**src/rtl/alu_share_arbiter.sv**
```systemverilog
// Shares one combinational ALU between the main datapath (port 0) and the branch/address unit (port 1).
// Round-robin request arbitration, a registered operand stage, and a held response register per port.
module alu_share_arbiter #(
  parameter int WIDTH = 32,
  parameter int OPW   = 3
) (
  input  logic             clk,
  input  logic             reset_n,
  input  logic [1:0]       req_valid,
  output logic [1:0]       req_ready,
  input  logic [WIDTH-1:0] req_a0,
  input  logic [WIDTH-1:0] req_b0,
  input  logic [WIDTH-1:0] req_a1,
  input  logic [WIDTH-1:0] req_b1,
  input  logic [OPW-1:0]   req_op0,
  input  logic [OPW-1:0]   req_op1,
  output logic [1:0]       rsp_valid,
  input  logic [1:0]       rsp_ready,
  output logic [WIDTH-1:0] rsp_result0,
  output logic [WIDTH-1:0] rsp_result1,
  output logic [1:0]       rsp_zero,
  output logic [1:0]       rsp_err
);

  localparam logic [OPW-1:0] OP_ADD = OPW'(0);
  localparam logic [OPW-1:0] OP_SUB = OPW'(1);
  localparam logic [OPW-1:0] OP_AND = OPW'(2);
  localparam logic [OPW-1:0] OP_OR  = OPW'(3);
  localparam logic [OPW-1:0] OP_NOR = OPW'(4);
  localparam logic [OPW-1:0] OP_SLT = OPW'(5);

  typedef enum logic [1:0] {
    IDLE = 2'd0,
    PEND = 2'd1,
    DONE = 2'd2
  } portState_e;

  portState_e       stateQ [2];
  portState_e       stateD [2];
  logic [1:0]       busy;
  logic [1:0]       eligible;
  logic [1:0]       grant;
  logic             accept;
  logic             acceptId;
  logic             runQ;
  logic             rrQ;
  logic             opValidQ;
  logic             opIdQ;
  logic [WIDTH-1:0] opAQ;
  logic [WIDTH-1:0] opBQ;
  logic [OPW-1:0]   opCodeQ;
  logic [WIDTH-1:0] aluResult;
  logic             aluZero;
  logic             opIllegal;

  // NOTE: sequential state uses <= so every register samples pre-edge values regardless of block order.
  always_ff @(posedge clk or negedge reset_n) begin
    if (!reset_n) begin
      for (int i = 0; i < 2; i++) stateQ[i] <= IDLE;
    end else begin
      for (int i = 0; i < 2; i++) stateQ[i] <= stateD[i];
    end
  end

  always_comb begin
    for (int i = 0; i < 2; i++) begin
      stateD[i] = stateQ[i];
      case (stateQ[i])
        IDLE:    if (grant[i]) stateD[i] = PEND;
        PEND:    if (opValidQ && opIdQ == 1'(i)) stateD[i] = DONE;
        DONE:    if (rsp_ready[i]) stateD[i] = IDLE;
        default: stateD[i] = IDLE;
      endcase
      busy[i]      = (stateQ[i] != IDLE);
      rsp_valid[i] = (stateQ[i] == DONE);
    end
  end

  assign eligible = req_valid & ~busy;

  // runQ keeps grants off while reset is asserted and for the first edge after release.
  always_comb begin
    grant = 2'b00;
    if (runQ) begin
      case (eligible)
        2'b01:   grant = 2'b01;
        2'b10:   grant = 2'b10;
        2'b11:   grant = rrQ ? 2'b10 : 2'b01;
        default: grant = 2'b00;
      endcase
    end
  end

  assign req_ready = grant;
  assign accept    = |grant;
  assign acceptId  = grant[1];

  always_comb begin
    // NOTE: default assigned first so no path leaves aluResult unassigned and infers a latch.
    aluResult = '0;
    case (opCodeQ)
      OP_ADD:  aluResult = opAQ + opBQ;
      OP_SUB:  aluResult = opAQ - opBQ;
      OP_AND:  aluResult = opAQ & opBQ;
      OP_OR:   aluResult = opAQ | opBQ;
      OP_NOR:  aluResult = ~(opAQ | opBQ);
      OP_SLT:  aluResult = WIDTH'($signed(opAQ) < $signed(opBQ));
      default: aluResult = '0;
    endcase
  end

  assign aluZero   = (aluResult == '0);
  assign opIllegal = (opCodeQ > OP_SLT);

  // NOTE: operand payload has no reset; opValidQ alone marks the stage empty, so these are plain data flops.
  always_ff @(posedge clk) begin
    if (accept) begin
      opAQ    <= acceptId ? req_a1 : req_a0;
      opBQ    <= acceptId ? req_b1 : req_b0;
      opCodeQ <= acceptId ? req_op1 : req_op0;
    end
  end

  always_ff @(posedge clk or negedge reset_n) begin
    if (!reset_n) begin
      runQ        <= 1'b0;
      rrQ         <= 1'b0;
      opValidQ    <= 1'b0;
      opIdQ       <= 1'b0;
      rsp_result0 <= '0;
      rsp_result1 <= '0;
      rsp_zero    <= 2'b00;
      rsp_err     <= 2'b00;
    end else begin
      runQ     <= 1'b1;
      opValidQ <= accept;
      if (accept) begin
        opIdQ <= acceptId;
        rrQ   <= ~acceptId;
      end
      // A port's result register is only written for its own accepted op, so held responses stay stable.
      if (opValidQ) begin
        if (opIdQ) begin
          rsp_result1 <= opIllegal ? '0 : aluResult;
          rsp_zero[1] <= ~opIllegal & aluZero;
          rsp_err[1]  <= opIllegal;
        end else begin
          rsp_result0 <= opIllegal ? '0 : aluResult;
          rsp_zero[0] <= ~opIllegal & aluZero;
          rsp_err[0]  <= opIllegal;
        end
      end
    end
  end

endmodule

```
**config.mk**
```make
export PLATFORM = sky130hd
export DESIGN_NAME = alu_share_arbiter
export DESIGN_NICKNAME = d
export VERILOG_FILES = /design/src/rtl/alu_share_arbiter.sv
export SDC_FILE = /design/constraint.sdc
export NUM_CORES = 1
export LEC_CHECK = 0
export ABC_AREA = 0
export CAP_MARGIN = 20
export CORE_MARGIN = 2
export CORE_UTILIZATION = 49
export CTS_CLUSTER_DIAMETER = 200
export DETAILED_ROUTE_END_ITERATION = 10
export PLACE_DENSITY_LB_ADDON = 0.08
export SLEW_MARGIN = 20
export SYNTH_ARGS = -nofsm -noshare
export SYNTH_HDL_FRONTEND = slang
export SYNTH_SLANG_ARGS = --single-unit
```
**constraint.sdc**
```tcl
create_clock -name clk -period 3.2 [get_ports clk]
set_clock_uncertainty 0.05 [all_clocks]
set_input_delay 0.48 -clock clk [delete_from_list [all_inputs] [get_ports clk]]
set_output_delay 0.48 -clock clk [all_outputs]
set_load 0.1 [all_outputs]
```
# Yosys cells after proc, flatten, opt, wreduce, memory -nomap -nowiden
# Cells that the tools add are included.
[totals] regBits=143 inputBits=140 word_cells=75
[op_classes] add_sub_neg=2 n_mux=16 eq_ne=18 bitwise=9 reduce_logical=13 order_cmp=2
[op_table] op="$pmux W32 S6" count=1
[op_table] op="$mux W32" count=3
[op_table] op="$add A32 B32 Y32" count=1
[op_table] op="$and A32 B32 Y32" count=1
[op_table] op="$logic_not A32 Y1" count=1
[op_table] op="$lt A32 B32 Y1" count=1
[op_table] op="$not A32 Y32" count=1
[op_table] op="$or A32 B32 Y32" count=1
[op_table] op="$sub A32 B32 Y32" count=1
[op_table] op="$pmux W2 S3" count=3
[op_table] op="$mux W2" count=8
[op_table] op="$eq A2 B2 Y1 const B" count=4
[op_table] op="$ne A2 B2 Y1 const B" count=4
[op_table] op="$eq A2 B1 Y1 const B" count=3
[op_table] op="$eq A3 B2 Y1 const B" count=2
[op_table] op="$eq A3 B3 Y1 const B" count=2
[op_table] op="$reduce_and A3 Y1" count=2
[op_table] op="$logic_not A2 Y1" count=2
[op_table] op="$ne A2 B1 Y1 const B" count=2
[op_table] op="$reduce_and A2 Y1" count=2
[op_table] op="$reduce_bool A2 Y1" count=2
[op_table] op="$eq A3 B1 Y1 const B" count=1
[op_table] op="$gt A3 B3 Y1 const B" count=1
[op_table] op="$logic_not A3 Y1" count=1
[op_table] op="7 further kinds" count=10

# Logic depth before layout (Yosys ltp)
# Gate-level depths: netlist of the first run.
[logic_depth] ltp_word=8 mapped_depth=14 ltp_nobuf=14

# Worst setup path before layout of the first run
# Ideal clock, no wire load.
[synth_path] path_kind="input-to-reg" start="input req_valid[1]" end="register opAQ[0], enable pin" t_arrival_ns=3.863 setup_time_ns=0.427 stages=6 setup_slack_ns=-1.141 path_buffers=2 cell_sequence="nor3b_1 -> o211a_1 -> clkbuf_1 -> clkbuf_1 -> inv_1 -> nand2_1"
[synth_via] elab_chain_len=5
[synth_lines] element="from (decl)" line="9" source="input logic [1:0] req_valid,"
[synth_lines] element="$and A2 B2 Y2 (*)" line="79" source="assign eligible = req_valid & ~busy;"
[synth_lines] element="$eq A2 B2 Y1 / $eq A2 B1 Y1 (equally long branches)" line="85" source="case (eligible)"
[synth_lines] element="$pmux W2 S3 (*)" line="85"
[synth_lines] element="$mux W2 (*)" line="84" source="if (runQ) begin"
[synth_lines] element="via req_ready[1]" line="10" source="output logic [1:0] req_ready,"
[synth_lines] element="$reduce_or A2 Y1 (*)" line="95" source="assign accept = |grant;"
[synth_lines] element="via accept" line="43" source="logic accept;"
[synth_lines] element="to (signal assigned)" line="118" source="opAQ <= acceptId ? req_a1 : req_a0;"
[synth_lines] element="to (decl)" line="49" source="logic [WIDTH-1:0] opAQ;"
# Mark *: on every way through the listed nets, which the timed path passes. The rest lies on a longest branch.
# A chain may end at the register's enable or synchronous reset.

# Worst setup path in the final report of the first run
[layout_path] start="register opBQ[0]" end="register rsp_zero[0]"
[layout_via] elab_chain_len=5
[layout_lines] element="from (decl)" line="50" source="logic [WIDTH-1:0] opBQ;"
[layout_lines] element="from (signal assigned)" line="119" source="opBQ <= acceptId ? req_b1 : req_b0;"
[layout_lines] element="branches (longest 2 deep; another with $sub A32 B32 Y32)"
[layout_lines] element="$pmux W32 S6 (*)" line="101" source="case (opCodeQ)"
[layout_lines] element="$logic_not A32 Y1 (*)" line="112" source="assign aluZero = (aluResult == '0);"
[layout_lines] element="$and A1 B1 Y1 (*)" line="149" source="rsp_zero[0] <= ~opIllegal & aluZero;"
[layout_lines] element="to (signal assigned)" line="149"
[layout_lines] element="to (decl)" line="21" source="output logic [1:0] rsp_zero,"
# Every way passes the cells marked *.

==> results of run 1 <==
[cell families (layout without fill, tap and decap cells)]
| kind of cell | Yosys count | count (layout) | synth area share, % |
|---|---|---|---|
| flip-flops | 143 | 143 | 33.2 |
| AND/OR/NAND/NOR | 367 | 367 | 15.4 |
| buffers and inverters | 183 | 636 | 6.21 |
| other | 1 | 1 | 0.0318 |
| multiplexers | 81 | 81 | 7.67 |
| XOR/XNOR | 5 | 5 | 0.372 |
| adder cells (fa/ha/maj) | 105 | 105 | 11.3 |
| AO/OA/AOI/OAI | 434 | 434 | 25.9 |
[final cells by class]
type | instances | area, µm² | area share (%)
inverters | 102 | 383 | 2.21
clock inverters | 14 | 140 | 0.809
well taps | 319 | 399 | 2.30
clock buffers | 18 | 450 | 2.60
flip-flops and latches | 143 | 3910 | 22.6
multi-input cells | 993 | 7780 | 44.9
repair buffers | 502 | 4260 | 24.6
[routing by layer]
metal  track usage, %  vias to the layer above  wire, µm
met2             54.4                      651     20200
met5                0                        -         0
li1                 -                     5783         -
met3             5.57                       89      3430
met4             8.76                        0      1020
met1             44.4                     6019     18500
[power breakdown]
part	internal, µW	switching [µW]
sequential	2610	380
clock	1080	996
combinational	4410	7600
total	8110	8970
[registers in the layout, summed over array words and instances, names as in the netlist]
| signal | count |
|---|---|
| opAQ | 32 |
| opBQ | 32 |
| rsp_result0 | 32 |
| rsp_result1 | 32 |
| stateQ | 4 |
| opCodeQ | 3 |
| rsp_err | 2 |
| rsp_zero | 2 |
| opIdQ | 1 |
| opValidQ | 1 |
| rrQ | 1 |
| runQ | 1 |
[layout by cell type, fill, tap and decap left out, types with 7 or more instances in the layout]
cell / netlist / routed
dfrtp_1: 76 / 76
a21o_1: 24 / 24
a21oi_2: 3 / 9
buf_12: 0 / 8
inv_1: 102 / 96
and2_1: 17 / 16
clkdlybuf4s50_1: 0 / 138
o211ai_1: 14 / 14
or3_1: 11 / 10
a211oi_1: 9 / 7
ha_1: 103 / 92
and3_1: 12 / 9
o21ai_0: 91 / 73
nand2_1: 126 / 124
o21ai_2: 1 / 12
nand4_1: 19 / 19
mux2_2: 74 / 74
nor4_1: 12 / 8
o221ai_1: 15 / 14
clkbuf_16: 0 / 18
o21ai_1: 3 / 9
o22ai_1: 27 / 25
nor2b_1: 15 / 13
o21a_1: 10 / 10
ha_4: 0 / 8
a221o_1: 11 / 11
edfxtp_1: 67 / 67
nand3_1: 18 / 16
a21oi_1: 73 / 66
a31oi_1: 15 / 12
nand2b_1: 15 / 13
o22a_1: 9 / 9
a22oi_1: 35 / 35
buf_4: 0 / 341
o31ai_1: 18 / 15
nor3_1: 23 / 22
nor2_1: 70 / 65
buf_6: 2 / 14
[final timing paths]
| path | from | to | slack [ps] |
|---|---|---|---|
| max in group asynchronous | reset_n | rsp_result0[20] | 2180 |
| hold / removal | reset_n | stateQ[0] | 90 |
| min in group clk | rsp_result1[27] | rsp_result1[27] | 430 |
| hold reg to reg | rsp_result1[27] | rsp_result1[27] | 430 |
| setup reg to reg | opBQ[0] | rsp_zero[0] | -390 |
| setup / recovery | opBQ[0] | rsp_zero[0] | -390 |
[what timing repair did]
item,4_1_cts,5_1_grt
setup buffers,12,24
gates resized for setup,53,90
setup endpoints to repair,20,30
pin swaps,30,61
gates cloned,0,0
[worst max-delay path: stages, from the launching register on]
cell and delay [ps]:
edfxtp_1 420, buf_6 150, ha_4 150, inv_2 60, fa_2 210, nor2b_4 200
o311ai_4 140, buf_4 170, a2111oi_4 420, o211ai_1 230, a21oi_2 190, buf_4 130
buf_6 100, a21oi_2 50, a2bb2oi_2 170, o2111a_1 240, nand4_1 170, o31ai_1 250
[metrics by stage]
stage	hold WS, ps	TNS (ps)	power (µW)	cell area [µm²]
finish	86.6	-2260	17100	17300
global placement	412	-1260	13700	15800
global route	151	-3500	17800	17300
detailed placement	415	-2100	13800	15800
floorplan	134	0	9770	11800
CTS	113	-763	16300	16800
==> impl_metrics.toml, run 1 <==
[logic_synthesis]
synth_cell_types = 92
synth_top_area_share_pct = 17.1
synth_fp_nets = 1564
synth_area_leader_cell = "edfxtp_1"
syn_inst = 1319
synthTopCellsByCount = "126 x nand2_1, 103 x ha_1, 102 x inv_1"
synth.avg_cell_area_um2 = 8.93
synth_edf_count = 67
yosysMostFrequentCell = "nand2_1"
synthArstFlopShare_pct = 53.1
yosysWarnings = 0
synth_seq_cells = 143
syn_area_um2 = 11800
yosysSeqAreaShare_pct = 33.2
synth_area_leaders = "edfxtp_1 17%, dfrtp_1 16%, ha_1 11%"
synth_ff_type = "dfrtp_1"

[job]
drv_cap = 0

[route]
via_per_inst = 6.00
drtIter0Drc = 1234
drtAntennaViolNets = 0
firstDrtPassIters = 6
wirelength_mm = 43.1
num_vias = 12542
drcViolationCount = 0
wl_per_cell_um = 20.6

[placement]
post-place-ws_ps = -441
gp_congestion = 0.960
place_inst = 2026
io_buffers = 211
dp_hpwl_mm = 32.9

[clock_network]
clockBufferDepth = 2
clk_latency_ps = 440
cts-root-buf = "clkbuf_16"
clkTransAtPathRegs_ps = 70
cts_made_buffers = 17
cts_tree = "yes"
clock_sinks = 143
htree_levels = 4
ctsHoldBuffers = 0

[cells_and_area]
diodes = 0
n_fill_cell = 1806
instances_no_fill = 2091
area_growth_pct = 47.1
layout.nets = 2004
finish.utilization_pct = 73.6
drive_gt1_share_pct = 33.5

[power_and_ir_drop]
pwr_density_cell_nw_per_um2 = 986
p_leak_uw = 0.00765
peakVddDrop_mv = 0.824

[sta]
worst-slew-pin-transition_ps = 839
rsz0062_at_grt = "yes"
finalSetupViolCount = 16
maxSlewHeadroom_pct = 44.1
clock.fmax_ghz = 0.279
slew_viol_final = 0
fin_crit_sh_pct = 112
fin_ws_ps = -386
period_minus_slack_ps = 3590
finalHoldViolations = 0

[setup_path]
worstRegToRegCells = 17
crit_arrival_ps = 3890
end_kind = "flop"
worstSetupStartpointType = "flop"
critical_path_class = "reg2reg"
cp_data_required_time_ps = 3500
worstPathMaxFanout = 4

[floorplanning]
die-area_um2 = 25300
die_y_um = 159
rows = 56
die_width_um = 159
ios = 212
core_area_um2 = 23500
initial_core_util_pct = 50.1

[global_routing]
grt_max_degree = 69
overflow = 0
track_usage_pct = 32.7
antenna_found_initial = 0
grt_pass1_wl_mm = 66.3
first_global_vias = 12400

[worst_hold_path]
hold_class = "in2async"

[status]
violations = "negative setup slack"
status = "finished with violations"
Power figures use the tool's default switching activity.
==> inputs of run 2 (changes only) <==
Settings changed: SETUP_SLACK_MARGIN set to 0.02.
Clock period 3.2 ns to 3 ns, I/O delays scaled along.
==> impl_metrics.toml, run 2 (synthesized netlist as in run 1, its figures left out) <==
[setup_path]
r2r_end = "rsp_zero[1]"
worstPathMaxFanout = 8
worstRegToRegCells = 14
crit_arrival_ps = 3910
end_kind = "flop"
cp_data_required_time_ps = 3300
cp-startpoint = "opAQ[5]"
worstSetupStartpointType = "flop"
critical_path_class = "reg2reg"
r2r-start = "opAQ[5]"
r2r_slack_ps = -610

[power_and_ir_drop]
p_sw_uw = 9760
p_int_uw = 9000
power_frac_comb_pct = 71.4
power_frac_seq_pct = 16.9
swShare_pct = 52.0
p_leak_uw = 0.00792
peakVddDrop_mv = 1.04
clkPwrFrac_pct = 11.7
total_power_uw = 18800
pwr_density_cell_nw_per_um2 = 1050

[sta]
rsz0062_at_grt = "yes"
finalSetupViolCount = 34
maxSlewHeadroom_pct = 27.6
clock.fmax_ghz = 0.277
worst-slew-pin-transition_ps = 1090
period_minus_slack_ps = 3610
slew_viol_final = 0
fin_ws_ps = -608
finalHoldViolations = 0
fin_crit_sh_pct = 120

[route]
drtIter0Drc = 1414
top_layer = "met4"
wl_met2_mm = 20.1
firstDrtPassIters = 5
wl_met1_mm = 19.0
num_vias = 12837
via_per_inst = 5.98
drtAntennaViolNets = 0
wl_per_cell_um = 20.4
wirelength_mm = 43.8
wl_met3_mm = 3.60
drcViolationCount = 0

[global_routing]
grt_pass1_wl_mm = 67.7
first_global_vias = 12533
antenna_found_initial = 0
grt_max_degree = 63
track_usage_pct = 33.3
overflow = 0

[clock_network]
cts-root-buf = "clkbuf_16"
clk_latency_ps = 440
ctsHoldBuffers = 0
cts_tree = "yes"
clockBufferDepth = 2
clock_sinks = 143
htree_levels = 4
cts_made_buffers = 17
clkTransAtPathRegs_ps = 80

[floorplanning]
rows = 56
die_width_um = 159
ios = 212
core_area_um2 = 23500
die-area_um2 = 25300
die_y_um = 159
initial_core_util_pct = 50.1

[cells_and_area]
area_growth_pct = 51.3
finish.utilization_pct = 75.8
drive_gt1_share_pct = 36.5
n_fill_cell = 1699
layout.nets = 2058
final_common_cell = "buf_4"
mostFrequentLayoutCells = "393 x buf_4, 138 x clkdlybuf4s50_1, 122 x nand2_1, 97 x inv_1, 89 x ha_1"
diodes = 0

[placement]
gp_congestion = 1.02
io_buffers = 211
dp_hpwl_mm = 33.4

[status]
status = "finished with violations"
violations = "negative setup slack"

[job]
drv_cap = 0

[worst_hold_path]
hold_class = "in2async"
## run 2: worst max-delay path, stage by stage, from the launching register on
cell       delay [ps]
edfxtp_1          400
inv_1              70
ha_2              440
and3_1            270
a221o_2           290
a2111oi_2         100
nor4_1            410
buf_4             190
mux2i_1            90
a21oi_2           200
buf_4             160
nand4_1            90
nor4_2            310
nand4_1           200
o31ai_2           260
## run 2: worst max path at each step
stage	slack, ps	cells after the start	end
after CTS	-470	12	rsp_zero[1]
after detailed placement	-560	14	rsp_zero[0]
after global routing	-780	13	rsp_zero[1]
after global placement	-510	14	rsp_zero[0]
final	-610	14	rsp_zero[1]
after floorplan	-140	12	rsp_zero[0]
## run 2: layer usage
metal,GRT usage [%],vias up
met1,46.5,6138
met3,4.98,94
met4,10.5,0
met2,53.3,698
li1,-,5907
met5,0,-
## run 2: power groups by stage
stage | Clock (µW) | Combinational (µW) | Sequential, µW
final | 2190 | 13400 | 3180
after global routing | 2300 | 14100 | 3240
after CTS | 2210 | 12600 | 3160
after detailed placement | 0 | 11900 | 3200
after global placement | 0 | 11800 | 3160
after floorplan | 0 | 4620 | 5800
## run 2: what timing repair did
item	in CTS	in global routing
pin swaps	33	32
endpoints found under the setup margin	39	51
resized for setup	87	82
setup buffers	21	17
## run 2: cell type report
type                       count  area (µm²)  area share, %
clock buffer                  18         439           2.46
clock inverter                14         145          0.814
inverter                     102         383           2.15
multi-input combinational    993        7890           44.2
sequential                   143        3910           21.9
tap                          319         399           2.24
timing repair buffer         556        4670           26.2
## run 2: metrics by stage
step                      setup TNS, ps  instances  hold WS, ps  cell area [µm²]  setup WS [ps]
final                             -5920       2145         53.8            17800           -608
after global routing             -10530       2145          114            17800           -777
after CTS                         -2450       2130         74.3            17400           -465
after detailed placement          -6030       2078          422            16200           -563
after global placement            -3950       2078          412            16200           -512
after floorplan                    -279       1319          104            11800           -139
